<file path="src/rtl/pio_cmd_arbiter.sv">
`default_nettype none
// ============================================================================
// Module      : pio_cmd_arbiter
// Description : Round-robin sharing of the single PIO command port among NREQ
//               requesters, with back-pressure stalls and a stall timeout.
// Revision    : 1.0 - initial release
// ============================================================================
module pio_cmd_arbiter #(
  parameter int         NREQ     = 4,
  parameter logic [3:0] ACT_PUSH = 4'd1,
  parameter logic [3:0] ACT_PULL = 4'd2,
  parameter int         TIMEOUT  = 1024
) (
  input  logic                 wb_clk_i,
  input  logic                 wb_rst_i,
  input  logic                 enable,
  input  logic [NREQ-1:0]      req_valid,
  output logic [NREQ-1:0]      req_ready,
  input  logic [4*NREQ-1:0]    req_action,
  input  logic [5*NREQ-1:0]    req_index,
  input  logic [32*NREQ-1:0]   req_din,
  output logic [NREQ-1:0]      rsp_valid,
  output logic                 rsp_err,
  output logic [31:0]          rsp_data,
  output logic                 busy,
  output logic [1:0]           pio_mindex,
  output logic [4:0]           pio_index,
  output logic [31:0]          pio_din,
  output logic [3:0]           pio_action,
  input  logic [31:0]          pio_dout,
  input  logic [3:0]           pio_tx_full,
  input  logic [3:0]           pio_rx_empty
);

  localparam int              PW      = (NREQ > 1) ? $clog2(NREQ) : 1;
  localparam logic [PW-1:0]   RR_INIT = PW'(NREQ - 1);
  localparam logic [15:0]     TO_CNT  = 16'(TIMEOUT);

  localparam logic [1:0] S_IDLE  = 2'd0;
  localparam logic [1:0] S_CHECK = 2'd1;
  localparam logic [1:0] S_ISSUE = 2'd2;
  localparam logic [1:0] S_RESP  = 2'd3;

  logic [1:0]      r_state;
  logic [1:0]      w_state_nxt;

  logic [NREQ-1:0] r_hold_valid;
  logic [3:0]      r_hold_act [NREQ];
  logic [4:0]      r_hold_idx [NREQ];
  logic [31:0]     r_hold_din [NREQ];

  logic [PW-1:0]   r_rr;
  logic [PW-1:0]   r_gnt;
  logic [PW-1:0]   w_gnt;
  logic [PW-1:0]   w_cand;
  logic            w_grant;

  logic [3:0]      r_act;
  logic [1:0]      r_mindex;
  logic [4:0]      r_index;
  logic [31:0]     r_din;
  logic [15:0]     r_stall;
  logic            r_err;

  logic            w_blocked;
  logic            w_timeout;
  logic [15:0]     w_stall_inc;

  // Scan downwards so the last hit is the nearest set bit after the pointer.
  always_comb begin
    w_gnt  = r_rr;
    w_cand = r_rr;
    for (int k = NREQ; k >= 1; k--) begin
      w_cand = PW'((int'(r_rr) + k) % NREQ);
      if (r_hold_valid[w_cand]) begin
        w_gnt = w_cand;
      end
    end
  end

  assign w_grant     = (r_state == S_IDLE) && enable && (|r_hold_valid);
  assign w_blocked   = ((r_act == ACT_PUSH) && pio_tx_full[r_mindex]) ||
                       ((r_act == ACT_PULL) && pio_rx_empty[r_mindex]);
  assign w_stall_inc = r_stall + 16'd1;
  assign w_timeout   = (TIMEOUT != 0) && (w_stall_inc == TO_CNT);

  always_ff @(posedge wb_clk_i or posedge wb_rst_i) begin
    if (wb_rst_i) begin
      r_state <= S_IDLE;
    end else begin
      r_state <= w_state_nxt;
    end
  end

  always_comb begin
    w_state_nxt = r_state;
    case (r_state)
      S_IDLE:  if (w_grant) w_state_nxt = S_CHECK;
      S_CHECK: begin
        if (!w_blocked)     w_state_nxt = S_ISSUE;
        else if (w_timeout) w_state_nxt = S_RESP;
      end
      S_ISSUE: w_state_nxt = S_RESP;
      S_RESP:  w_state_nxt = S_IDLE;
      default: w_state_nxt = S_IDLE;
    endcase
  end

  always_comb begin
    pio_action = 4'd0;
    rsp_valid  = '0;
    rsp_err    = 1'b0;
    rsp_data   = 32'd0;
    case (r_state)
      S_ISSUE: pio_action = r_act;
      S_RESP: begin
        rsp_valid[r_gnt] = 1'b1;
        rsp_err          = r_err;
        if ((r_act == ACT_PULL) && !r_err) rsp_data = pio_dout;
      end
      default: ;
    endcase
  end

  // Load and release never collide: a held slot is not reloadable until RESP frees it.
  always_ff @(posedge wb_clk_i or posedge wb_rst_i) begin
    if (wb_rst_i) begin
      r_hold_valid <= '0;
      for (int i = 0; i < NREQ; i++) begin
        r_hold_act[i] <= 4'd0;
        r_hold_idx[i] <= 5'd0;
        r_hold_din[i] <= 32'd0;
      end
    end else begin
      for (int i = 0; i < NREQ; i++) begin
        if (req_valid[i] && !r_hold_valid[i]) begin
          r_hold_valid[i] <= 1'b1;
          r_hold_act[i]   <= req_action[4*i +: 4];
          r_hold_idx[i]   <= req_index[5*i +: 5];
          r_hold_din[i]   <= req_din[32*i +: 32];
        end else if ((r_state == S_RESP) && (int'(r_gnt) == i)) begin
          r_hold_valid[i] <= 1'b0;
        end
      end
    end
  end

  always_ff @(posedge wb_clk_i or posedge wb_rst_i) begin
    if (wb_rst_i) begin
      r_rr     <= RR_INIT;
      r_gnt    <= '0;
      r_act    <= 4'd0;
      r_mindex <= 2'd0;
      r_index  <= 5'd0;
      r_din    <= 32'd0;
      r_stall  <= 16'd0;
      r_err    <= 1'b0;
    end else begin
      if (w_grant) begin
        r_gnt    <= w_gnt;
        r_act    <= r_hold_act[w_gnt];
        r_mindex <= 2'(w_gnt);
        r_index  <= r_hold_idx[w_gnt];
        r_din    <= r_hold_din[w_gnt];
        r_stall  <= 16'd0;
        r_err    <= 1'b0;
      end
      if ((r_state == S_CHECK) && w_blocked) begin
        r_stall <= w_stall_inc;
        if (w_timeout) r_err <= 1'b1;
      end
      if (r_state == S_RESP) begin
        r_rr <= r_gnt;
      end
    end
  end

  assign req_ready  = ~r_hold_valid;
  assign busy       = (r_state != S_IDLE);
  assign pio_mindex = r_mindex;
  assign pio_index  = r_index;
  assign pio_din    = r_din;

endmodule
`default_nettype wire

</file>
<file path="config.mk">
export PLATFORM = sky130hd
export DESIGN_NAME = pio_cmd_arbiter
export DESIGN_NICKNAME = d
export VERILOG_FILES = /design/src/rtl/pio_cmd_arbiter.sv
export SDC_FILE = /design/constraint.sdc
export NUM_CORES = 1
export LEC_CHECK = 0
export ABC_AREA = 1
export ABC_CLOCK_PERIOD_IN_PS = 8100
export CAP_MARGIN = 0
export CORE_MARGIN = 1
export CORE_UTILIZATION = 45
export CTS_CLUSTER_DIAMETER = 30
export DETAILED_ROUTE_END_ITERATION = 8
export PLACE_DENSITY = 0.85
export SETUP_SLACK_MARGIN = 0.02
export SYNTH_ARGS = -nofsm -noshare
export SYNTH_HDL_FRONTEND = slang
export SYNTH_SLANG_ARGS = --single-unit
export TNS_END_PERCENT = 5
</file>
<file path="constraint.sdc">
create_clock -name wb_clk_i -period 8.1 [get_ports wb_clk_i]
set_input_delay 2.025 -clock wb_clk_i [delete_from_list [all_inputs] [get_ports wb_clk_i]]
set_output_delay 2.025 -clock wb_clk_i [all_outputs]
set_load 0.01 [all_outputs]
</file>
==> run_results.csv, run 1 <==
group,metric,value,unit
timing,setup_ws,2.80,ns
worst_setup_path,critical_path_peak_fanout,1,
global_routing,grt_max_degree,135,
worst_setup_path,cp-end-kind,"primary output",
global_routing,grt_first_pass_wirelength,57200,um
yosys,yosysSeqAreaShare,50.8,%
yosys,syn-cell-area,0.0114,mm^2
pwr,irDropWorstVdd,0.000457,V
yosys,async_flop_share,100,%
timing,timing_worst_slew_pin_value,1.14,ns
worst_setup_path,cell_with_the_largest_stage_delay_on_the_worst_path,"clkdlybuf4s50_1",
yosys,count_leader_synth,"nand2_1",
placement,dpl-instance-area,0.0145,mm^2
pwr,total_power,7.47,mW
yosys,postSynthNetCount,1756,
worst_setup_path,worst_ep_required_time,6.08,ns
clock_network,cts_hold_buffers,0,
timing,grt_setup_unrepaired,"no",
timing,setup-violations-final,0,
routing,drtPass1Iterations,5,
worst_setup_path,cp.buffers_inverters,3,
clock_network,clock_tree_from_tritoncts,"yes",
timing,setup-tns-final,0,ns
timing,fin_hold_ws,0.484,ns
routing,drt_iter0_drc,918,
yosys,synth_common_cells,"nand2_1, inv_1, dfrtp_1",
yosys,ys_warn_count,0,
timing,max_slew_headroom,23.9,%
pwr,leakagePower,8.14,nW
die,num_io_pins,296,
die,core-area,0.0246,mm^2
yosys,ys_dominant_reg_cell,"dfrtp_1",
placement,detailedPlacementHpwl,22300,um
routing,via_count,11386,
worst_setup_path,critPathArrivalTime,3.28,ns
yosys,yosys.area.top_type_share,50.4,%
die,placement_rows,57,
clock_network,ctsRootBufferMaster,"clkbuf_16",
worst_setup_path,cp_cell_instances,"clkdlybuf4s50_1 > inv_1 > nor2_1 > clkdlybuf4s50_1",
placement,dp_worst_setup_slack,2.79,ns
global_routing,grt.overflow.total,0,
placement,gp_congestion,0.875,
clock_network,max-clock-path-buffers,3,
worst_setup_path,setup.worst_path.start_class,"primary input",
yosys,mean_area_per_synthesized_cell,7.43,um^2
cells_and_area,layout-drive-gt1-share,5.91,%
clock_network,postCtsResizedCells,0,
die,die_height,161,um
yosys,ys_seq_elements,232,
placement,placement.io_buffers,295,
clock_network,insertion_delay,0.55,ns
cells_and_area,final_core_utilization,66.0,%
outcome,status,"complete, no violations",
clock_network,numClockSinks,232,
yosys,yosys.area.top_type,"dfrtp_1",
die,floorplan.initialDensity,46.5,%
worst_setup_path,critPathMaxStageDelay,0.57,ns
yosys,synth.area.top_cells,"dfrtp_1, nand2_1, nand3_1",
clock_network,cts_setup_buffers,0,
global_routing,grt_usage,27.5,%
yosys,synth-edff-count,0,
routing,drtAntennaViolNets,0,
cells_and_area,layout.cell_area.non_filler,0.0162,mm^2
job,drv.max_cap_violation_count,0,
global_routing,first_global_vias,11454,
timing,hold_viol,0,
cells_and_area,design.final.nets,2021,
placement,placed_cells_incl_taps,2077,
cells_and_area,layout-area-overhead-vs-synth,42.1,%
routing,totalWireLength,35200,um
yosys,netlist_instances,1539,
routing,post-route-drc-count,0,
clock_network,htree_num_levels,2,
timing,clock.fmax,189,MHz
timing,post-route-period-util,65.5,%
worst_setup_path,worst_path_dominant_cell_family,"buffers and inverters",
clock_network,numCtsBuffers,49,
worst_setup_path,cp_common_cell,"clkdlybuf4s50_1",
die,die-width,161,um
global_routing,grt_antenna_before_repair,2,
hold_path,hold_class,"reg2reg",
routing,wl_per_cell,16.2,um
cells_and_area,final-instance-count-excl-fill,2170,
clock_network,clkTransAtPathRegs,0.04,ns
yosys,yosysUniqueCellTypes,27,
die,floorplan_die_area,0.0260,mm^2
cells_and_area,fillers,1948,
routing,vias_per_cell,5.25,
timing,timing.final.crit_period,5.30,ns
timing,report.final.slew_viol_count,0,
timing,clock_skew,0.0212,ns
worst_setup_path,crit_type,"in2out",
pwr,power_density_over_the_cells,460,mW/mm^2
cell usage in the layout, fill, tap and decap left out, types with 2 or more instances in the layout:
master | netlist | final
dfstp_2 | 2 | 2
ha_1 | 6 | 6
diode_2 | 0 | 2
nand2_2 | 2 | 6
nand3_1 | 227 | 226
inv_2 | 1 | 2
a21oi_1 | 168 | 168
clkbuf_16 | 0 | 49
clkbuf_1 | 52 | 8
o21ai_0 | 16 | 16
inv_1 | 236 | 235
clkbuf_8 | 0 | 12
dfrtp_1 | 230 | 230
nand2_1 | 309 | 302
o21ai_1 | 2 | 2
o22ai_1 | 9 | 9
nand4_1 | 9 | 9
nor4_1 | 2 | 2
nor2_1 | 222 | 221
xor2_1 | 2 | 2
clkinvlp_4 | 0 | 9
buf_4 | 5 | 6
bufinv_16 | 0 | 4
clkinv_2 | 0 | 3
clkdlybuf4s50_1 | 0 | 295
clkinv_4 | 0 | 4
nor3_1 | 2 | 2
nand2_4 | 1 | 4
logic make-up after synthesis:
logic type | Yosys count | synth area share, %
AOI/OAI and AO/OA | 196 | 8.70
DFF | 232 | 50.8
buffers and inverters | 326 | 11.2
xor gates and xnor gates | 3 | 0.230
adders and majority gates | 6 | 0.657
and+or+nand+nor | 776 | 28.4
worst paths after layout:
path / startpoint / endpoint / slack (ns) / cells past startpoint
worst min register to register: pio_din[7]$_DFFE_PP0P_ / pio_din[7]$_DFFE_PP0P_ / 0.48 / 2
worst max register to register: r_rr[0]$_DFFE_PP1P_ / pio_index[4]$_DFFE_PP0P_ / 4.63 / 12
worst min-delay path: pio_din[7]$_DFFE_PP0P_ / pio_din[7]$_DFFE_PP0P_ / 0.48 / 2
max in group asynchronous: wb_rst_i / r_hold_din[71]$_DFFE_PP0P_ / 4.83 / 3
min in group asynchronous: wb_rst_i / r_hold_idx[13]$_DFFE_PP0P_ / 1.84 / 2
worst max-delay path: pio_dout[31] / rsp_data[31] / 2.80 / 4
layer usage:
| metal | vias up | global-route usage (%) | routed length [um] |
|---|---|---|---|
| li1 | 5358 | - | - |
| met1 | 5410 | 34.6 | 14200 |
| met2 | 538 | 45.7 | 17200 |
| met3 | 80 | 6.21 | 2830 |
| met4 | 0 | 11.2 | 979 |
| met5 | - | 0 | 0 |
flip-flops by register name, summed over array words and instances (netlist names):
register      flops
r_hold_valid      4
r_act             4
r_rr              2
pio_mindex        2
r_hold_din      128
r_state           2
r_hold_act       16
r_stall          16
r_err             1
pio_index         5
pio_din          32
r_hold_idx       20
final cells by class:
type	instances	area, um^2	area share (%)
clock buffer	69	1420	8.75
sequential	232	5810	35.7
multi-input combinational	981	4400	27.1
clock inverter	22	297	1.83
tap	324	405	2.49
timing repair buffer	302	3020	18.6
antenna	2	5.00	0.0308
inverter	238	897	5.52
report_power, final:
part           leakage, nW  internal, mW  switching (mW)
registers             2.61          1.68           0.226
logic                 4.72          1.20            2.34
clock network        0.814          1.36           0.658
total                 8.14          4.24            3.23
worst reg2reg max path: cells and delay by family, from the launching register on:
kind,cells,cell delay [ns]
DFF,1,0.68
AOI/OAI and AO/OA,1,0.20
buffers and inverters,1,0.20
and+or+nand+nor,10,2.32
(Power assumes the default switching activity.)
==> inputs of run 2 (changes only) <==
Settings changed: ABC_CLOCK_PERIOD_IN_PS 8100 to 4700.
Clock period 8.1 ns to 4.7 ns, I/O delays scaled along.
==> run_results.csv, run 2 (same netlist as run 1, synthesis figures left out) <==
group,metric,value,unit
cells_and_area,layout.cell_area.non_filler,0.0164,mm^2
pwr,irDropWorstVdd,0.00100,V
clock_network,postCtsResizedCells,0,
die,floorplan.initialDensity,46.5,%
pwr,leakagePower,8.23,nW
worst_setup_path,cp-end-kind,"primary output",
clock_network,numClockSinks,232,
global_routing,grt.overflow.total,0,
cells_and_area,mostFrequentLayoutCell,"nand2_1",
timing,setup-violations-final,0,
clock_network,clock_tree_from_tritoncts,"yes",
worst_setup_path,cp_cell_instances,"nor4_1 > nand2_1 > nor2_1 > clkdlybuf4s50_1",
timing,timing_worst_slew_pin_value,1.14,ns
die,core-area,0.0246,mm^2
timing,max_slew_headroom,23.8,%
timing,hold_viol,0,
clock_network,cts_hold_buffers,0,
global_routing,grt_usage,27.8,%
pwr,total_power,13.2,mW
routing,wl_per_cell,16.5,um
timing,clock_skew,0.00916,ns
worst_setup_path,crit_type,"reg2out",
cells_and_area,design.final.nets,2025,
timing,clock.fmax,247,MHz
clock_network,insertion_delay,0.53,ns
placement,detailedPlacementHpwl,22600,um
cells_and_area,final_core_utilization,66.5,%
clock_network,numCtsBuffers,50,
global_routing,first_global_vias,11422,
routing,via_count,11472,
routing,drtAntennaViolNets,0,
placement,gp_congestion,0.873,
global_routing,grt_first_pass_wirelength,57500,um
routing,totalWireLength,35900,um
outcome,status,"complete, no violations",
job,drv.max_cap_violation_count,0,
clock_network,max-clock-path-buffers,3,
cells_and_area,largest_register_ffs,128,
pwr,clock_power_share,28.1,%
cells_and_area,layout-drive-gt1-share,6.38,%
placement,placed_cells_incl_taps,2080,
cells_and_area,layout-area-overhead-vs-synth,43.2,%
cells_and_area,fillers,1964,
die,die-width,161,um
pwr,cellInternalPower,7.55,mW
pwr,total_switching_power,5.63,mW
routing,drt_iter0_drc,904,
cells_and_area,layout.cells.most_common_list,"nand2_1, clkdlybuf4s50_1, inv_1, dfrtp_1, nand3_1",
cells_and_area,final-instance-count-excl-fill,2177,
placement,dpl-instance-area,0.0145,mm^2
die,floorplan_die_area,0.0260,mm^2
timing,setup-tns-final,0,ns
hold_path,hold_class,"reg2reg",
global_routing,grt_antenna_before_repair,3,
worst_setup_path,setup.worst_path.start_class,"register",
placement,placement.io_buffers,295,
pwr,switching_share,42.7,%
pwr,combinationalPowerShare,46.9,%
worst_setup_path,critPathArrivalTime,2.88,ns
clock_network,cts_setup_buffers,0,
clock_network,htree_num_levels,2,
die,placement_rows,57,
routing,drtPass1Iterations,7,
timing,report.final.slew_viol_count,0,
die,die_height,161,um
timing,grt_setup_unrepaired,"no",
clock_network,clkTransAtPathRegs,0.05,ns
die,num_io_pins,296,
worst_setup_path,critical_path_peak_fanout,32,
timing,post-route-period-util,86.2,%
routing,post-route-drc-count,0,
timing,timing.final.crit_period,4.05,ns
worst_setup_path,worst_ep_required_time,3.52,ns
cells_and_area,registers.top_by_ff_count,"r_hold_din",
pwr,seq_power_share,25.0,%
routing,vias_per_cell,5.27,
global_routing,grt_max_degree,102,
clock_network,ctsRootBufferMaster,"clkbuf_16",
worst_setup_path,critPathMaxStageDelay,0.66,ns
worst_setup_path,cell_with_the_largest_stage_delay_on_the_worst_path,"nand2_1",
pwr,power_density_over_the_cells,805,mW/mm^2
-- run 2: cell types whose count changed in the layout (fill, tap and decap cells not counted), moves of 3 or more --
cell        change
bufinv_16       +3
clkinvlp_4      -4
clkbuf_8        -3
clkinv_2        +7
buf_4           +3
inv_6           +3
clkbuf_1        -3
clkbuf_16       +4
-- run 2: metrics by stage --
step	hold WS [ns]	worst slack (ns)
floorplan	0.475	0.491
global placement	0.463	1.11
detailed placement	0.470	1.11
CTS	0.482	0.633
global route	0.496	0.389
finish	0.479	0.647
-- run 2: layout make-up --
type	instances	area, um^2	share of cell area [%]
Sequential cell	232	5810	35.5
Clock inverter	27	343	2.09
Clock buffer	67	1470	8.97
Timing Repair Buffer	305	3040	18.6
Antenna cell	3	7.51	0.0459
Inverter	238	897	5.48
Tap cell	324	405	2.48
Multi-Input combinational cell	981	4400	26.9
-- run 2: power groups by stage --
stage	Clock (mW)	Sequential, mW	Combinational, mW
5_1_grt	3.83	3.37	6.87
2_1_floorplan	0	3.27	4.15
6_report	3.70	3.30	6.18
3_5_place_dp	0	3.30	6.04
3_3_place_gp	0	3.26	5.90
4_1_cts	3.73	3.28	6.14
-- run 2: final timing paths --
path                            slack (ns)                     from  cells after the start                         end
max in group asynchronous             2.78                 wb_rst_i                      3   r_hold_din[8]$_DFFE_PP0P_
worst max register to register        1.34      r_rr[0]$_DFFE_PP1P_                     11     pio_din[31]$_DFFE_PP0P_
min in group asynchronous             0.95                 wb_rst_i                      2  r_hold_din[95]$_DFFE_PP0P_
worst max-delay path                  0.65     r_act[0]$_DFFE_PP0P_                      4                rsp_data[29]
worst min register to register        0.48  pio_din[25]$_DFFE_PP0P_                      2     pio_din[25]$_DFFE_PP0P_
worst min-delay path                  0.48  pio_din[25]$_DFFE_PP0P_                      2     pio_din[25]$_DFFE_PP0P_
-- run 2: worst max-delay path: cells and delay by family (launching register included) --
family                 cells  cell delay [ns]
buffers and inverters      1             0.58
DFF                        1             0.41
and+or+nand+nor            3             1.36
-- run 2: metal layers --
layer / GRT usage [%] / part of all wire, % / vias to the layer above
li1: - / - / 5354
met1: 34.4 / 40 / 5430
met2: 46.7 / 48 / 598
met3: 6.60 / 9.1 / 90
met4: 11.1 / 3.0 / 0
met5: 0 / 0 / -
==> inputs of run 3 (changes only) <==
Settings changed: ABC_AREA 1 to unset, CORE_UTILIZATION 45 to 44, PLACE_DENSITY 0.85 to 0.84.
==> run_results.csv, run 3 <==
group,metric,value,unit
yosys,mean_area_per_synthesized_cell,11.9,um^2
clock_network,ctsRootBufferMaster,"clkbuf_16",
yosys,async_flop_share,100,%
global_routing,first_global_vias,9083,
yosys,yosysUniqueCellTypes,54,
clock_network,cts_setup_buffers,0,
clock_network,cts_hold_buffers,0,
routing,vias_per_cell,5.44,
global_routing,grt_use_met3,7.08,%
clock_network,clkTransAtPathRegs,0.04,ns
routing,drt_iter0_drc,441,
cells_and_area,layout-area-overhead-vs-synth,46.8,%
die,die-width,158,um
clock_network,postCtsResizedCells,0,
global_routing,grt_max_degree,101,
global_routing,top_usage_layer,"met2",
cells_and_area,design.final.nets,1416,
yosys,ys_dominant_reg_cell,"dfrtp_1",
pwr,leakagePower,6.72,nW
routing,post-route-drc-count,0,
yosys,postSynthNetCount,1125,
placement,placed_cells_incl_taps,1466,
cells_and_area,fillers,1747,
clock_network,clock_tree_from_tritoncts,"yes",
pwr,power_density_over_the_cells,702,mW/mm^2
clock_network,numCtsBuffers,50,
worst_setup_path,ff2ff_path_depth,6,
yosys,netlist_instances,908,
timing,clock_skew,0.0136,ns
cells_and_area,mostFrequentLayoutCell,"clkdlybuf4s50_1",
die,floorplan_die_area,0.0251,mm^2
die,num_io_pins,296,
clock_network,numClockSinks,232,
worst_setup_path,worst_ep_required_time,3.52,ns
worst_setup_path,critical_path_peak_fanout,32,
routing,drtPass1Iterations,5,
job,drv.max_cap_violation_count,0,
yosys,yosys.area.top_type,"dfrtp_1",
worst_setup_path,reg2reg_setup_slack,2.00,ns
clock_network,max-clock-path-buffers,3,
yosys,yosysSeqAreaShare,53.9,%
routing,wl_per_cell,19.5,um
timing,setup-violations-final,0,
yosys,count_leader_synth,"dfrtp_1",
timing,clock.fmax,247,MHz
hold_path,hold_class,"reg2reg",
cells_and_area,final-instance-count-excl-fill,1561,
routing,via_count,8497,
yosys,synth-edff-count,0,
global_routing,grt.overflow.total,0,
worst_setup_path,r2r-end,"r_act[0]$_DFFE_PP0P_",
timing,grt_setup_unrepaired,"no",
global_routing,grt_antenna_before_repair,4,
placement,gp_congestion,0.843,
pwr,irDropWorstVdd,0.000496,V
timing,timing_worst_slew_pin_value,0.860,ns
cells_and_area,layout.cell_area.non_filler,0.0158,mm^2
yosys,yosys.area.top_type_share,53.4,%
worst_setup_path,cp-end-kind,"primary output",
cells_and_area,register_area,0.00581,mm^2
timing,post-route-period-util,86.3,%
timing,max_slew_headroom,42.6,%
global_routing,met2_usage,42.7,%
cells_and_area,layout.cells.most_common_list,"clkdlybuf4s50_1, dfrtp_1, mux2_2, nand2_1, and2_1",
hold_path,hold_path_depth,1,
yosys,syn-cell-area,0.0108,mm^2
die,core-area,0.0238,mm^2
die,floorplan.initialDensity,45.3,%
placement,detailedPlacementHpwl,19400,um
hold_path,hold_start,"pio_din[7]$_DFFE_PP0P_",
global_routing,grt_usage,24.5,%
worst_setup_path,crit_type,"reg2out",
cells_and_area,multi_input_comb_area,0.00468,mm^2
cells_and_area,largest_register_ffs,128,
cells_and_area,layout-drive-gt1-share,23.0,%
outcome,status,"complete, no violations",
clock_network,insertion_delay,0.53,ns
timing,report.final.slew_viol_count,0,
hold_path,hold_end,"pio_din[7]$_DFFE_PP0P_",
worst_setup_path,critPathArrivalTime,2.88,ns
die,die_height,158,um
global_routing,grt_first_pass_wirelength,47200,um
routing,drtAntennaViolNets,0,
timing,timing.final.crit_period,4.05,ns
timing,setup-tns-final,0,ns
yosys,synth_common_cells,"dfrtp_1, mux2_2, nand2_1",
yosys,synth.area.top_cells,"dfrtp_1, mux2_2, and2_1",
placement,placement.io_buffers,295,
placement,dpl-instance-area,0.0140,mm^2
yosys,ys_seq_elements,232,
global_routing,global_route_track_usage_on_met1,27.9,%
worst_setup_path,r2r_start,"r_rr[1]$_DFFE_PP1P_",
yosys,ys_warn_count,0,
routing,totalWireLength,30500,um
worst_setup_path,setup.worst_path.start_class,"register",
timing,hold_viol,0,
die,placement_rows,56,
clock_network,htree_num_levels,2,
cells_and_area,registers.top_by_ff_count,"r_hold_din",
run 3: cell count changes in the layout (fill, tap and decap cells not counted), moves of 42 or more:
| cell | delta |
|---|---|
| a21oi_1 | -163 |
| nand3_1 | -217 |
| nand2_1 | -206 |
| inv_1 | -225 |
| and2_1 | +60 |
| mux2_2 | +165 |
| a21o_1 | +42 |
| nor2_1 | -206 |
run 3: kinds of logic after synthesis:
family / synth area share [%]
compound gates: 12.6
xor+xnor: 0.244
fa+ha+maj: 0.697
buf+inv: 3.25
flops: 53.9
mux: 17.8
simple gates: 11.5
run 3: layer usage:
metal | share of wire [%] | vias to the layer above
met5 | 0.039 | -
met2 | 50 | 327
li1 | - | 3881
met3 | 8.4 | 61
met4 | 3.0 | 2
met1 | 38 | 4226
run 3: cell type report:
class	count	share of cell area, %
clock buffers	63	8.85
diodes	3	0.0475
inverters	11	0.285
clock inverters	29	2.33
well taps	319	2.52
flip-flops and latches	232	36.7
multi-input cells	597	29.6
repair buffers	307	19.6
run 3: worst max path at each step:
stage,endpoint,cells after the start,start
3_3_place_gp,rsp_data[4],3,pio_dout[4]
5_1_grt,rsp_data[4],4,r_state[1]$_DFFE_PP0P_
3_5_place_dp,rsp_data[4],3,pio_dout[4]
2_1_floorplan,pio_din[0]$_DFFE_PP0P_,1,wb_rst_i
4_1_cts,rsp_data[4],4,r_state[1]$_DFFE_PP0P_
6_report,rsp_data[4],4,r_state[1]$_DFFE_PP0P_
run 3: critical path, stage by stage (launching register included):
cell             delay [ns]
dfrtp_1                0.38
ha_1                   0.34
and4b_1                0.72
and2_1                 0.34
clkdlybuf4s50_1        0.57
run 3: per-stage QoR:
stage	power, mW	hold WS (ns)	setup slack [ns]	utilization [%]
global route	11.8	0.489	0.381	66.6
finish	11.1	0.473	0.646	66.6
CTS	11.2	0.475	0.632	66.6
global placement	7.37	0.459	1.13	59.1
detailed placement	7.54	0.465	1.12	59.1
floorplan	6.06	0.463	0.491	-
run 3: where the power goes:
| part | total [mW] | switching (mW) | internal, mW |
|---|---|---|---|
| Sequential | 3.51 | 0.554 | 2.96 |
| Combinational | 4.01 | 2.02 | 1.99 |
| Clock | 3.59 | 1.11 | 2.48 |
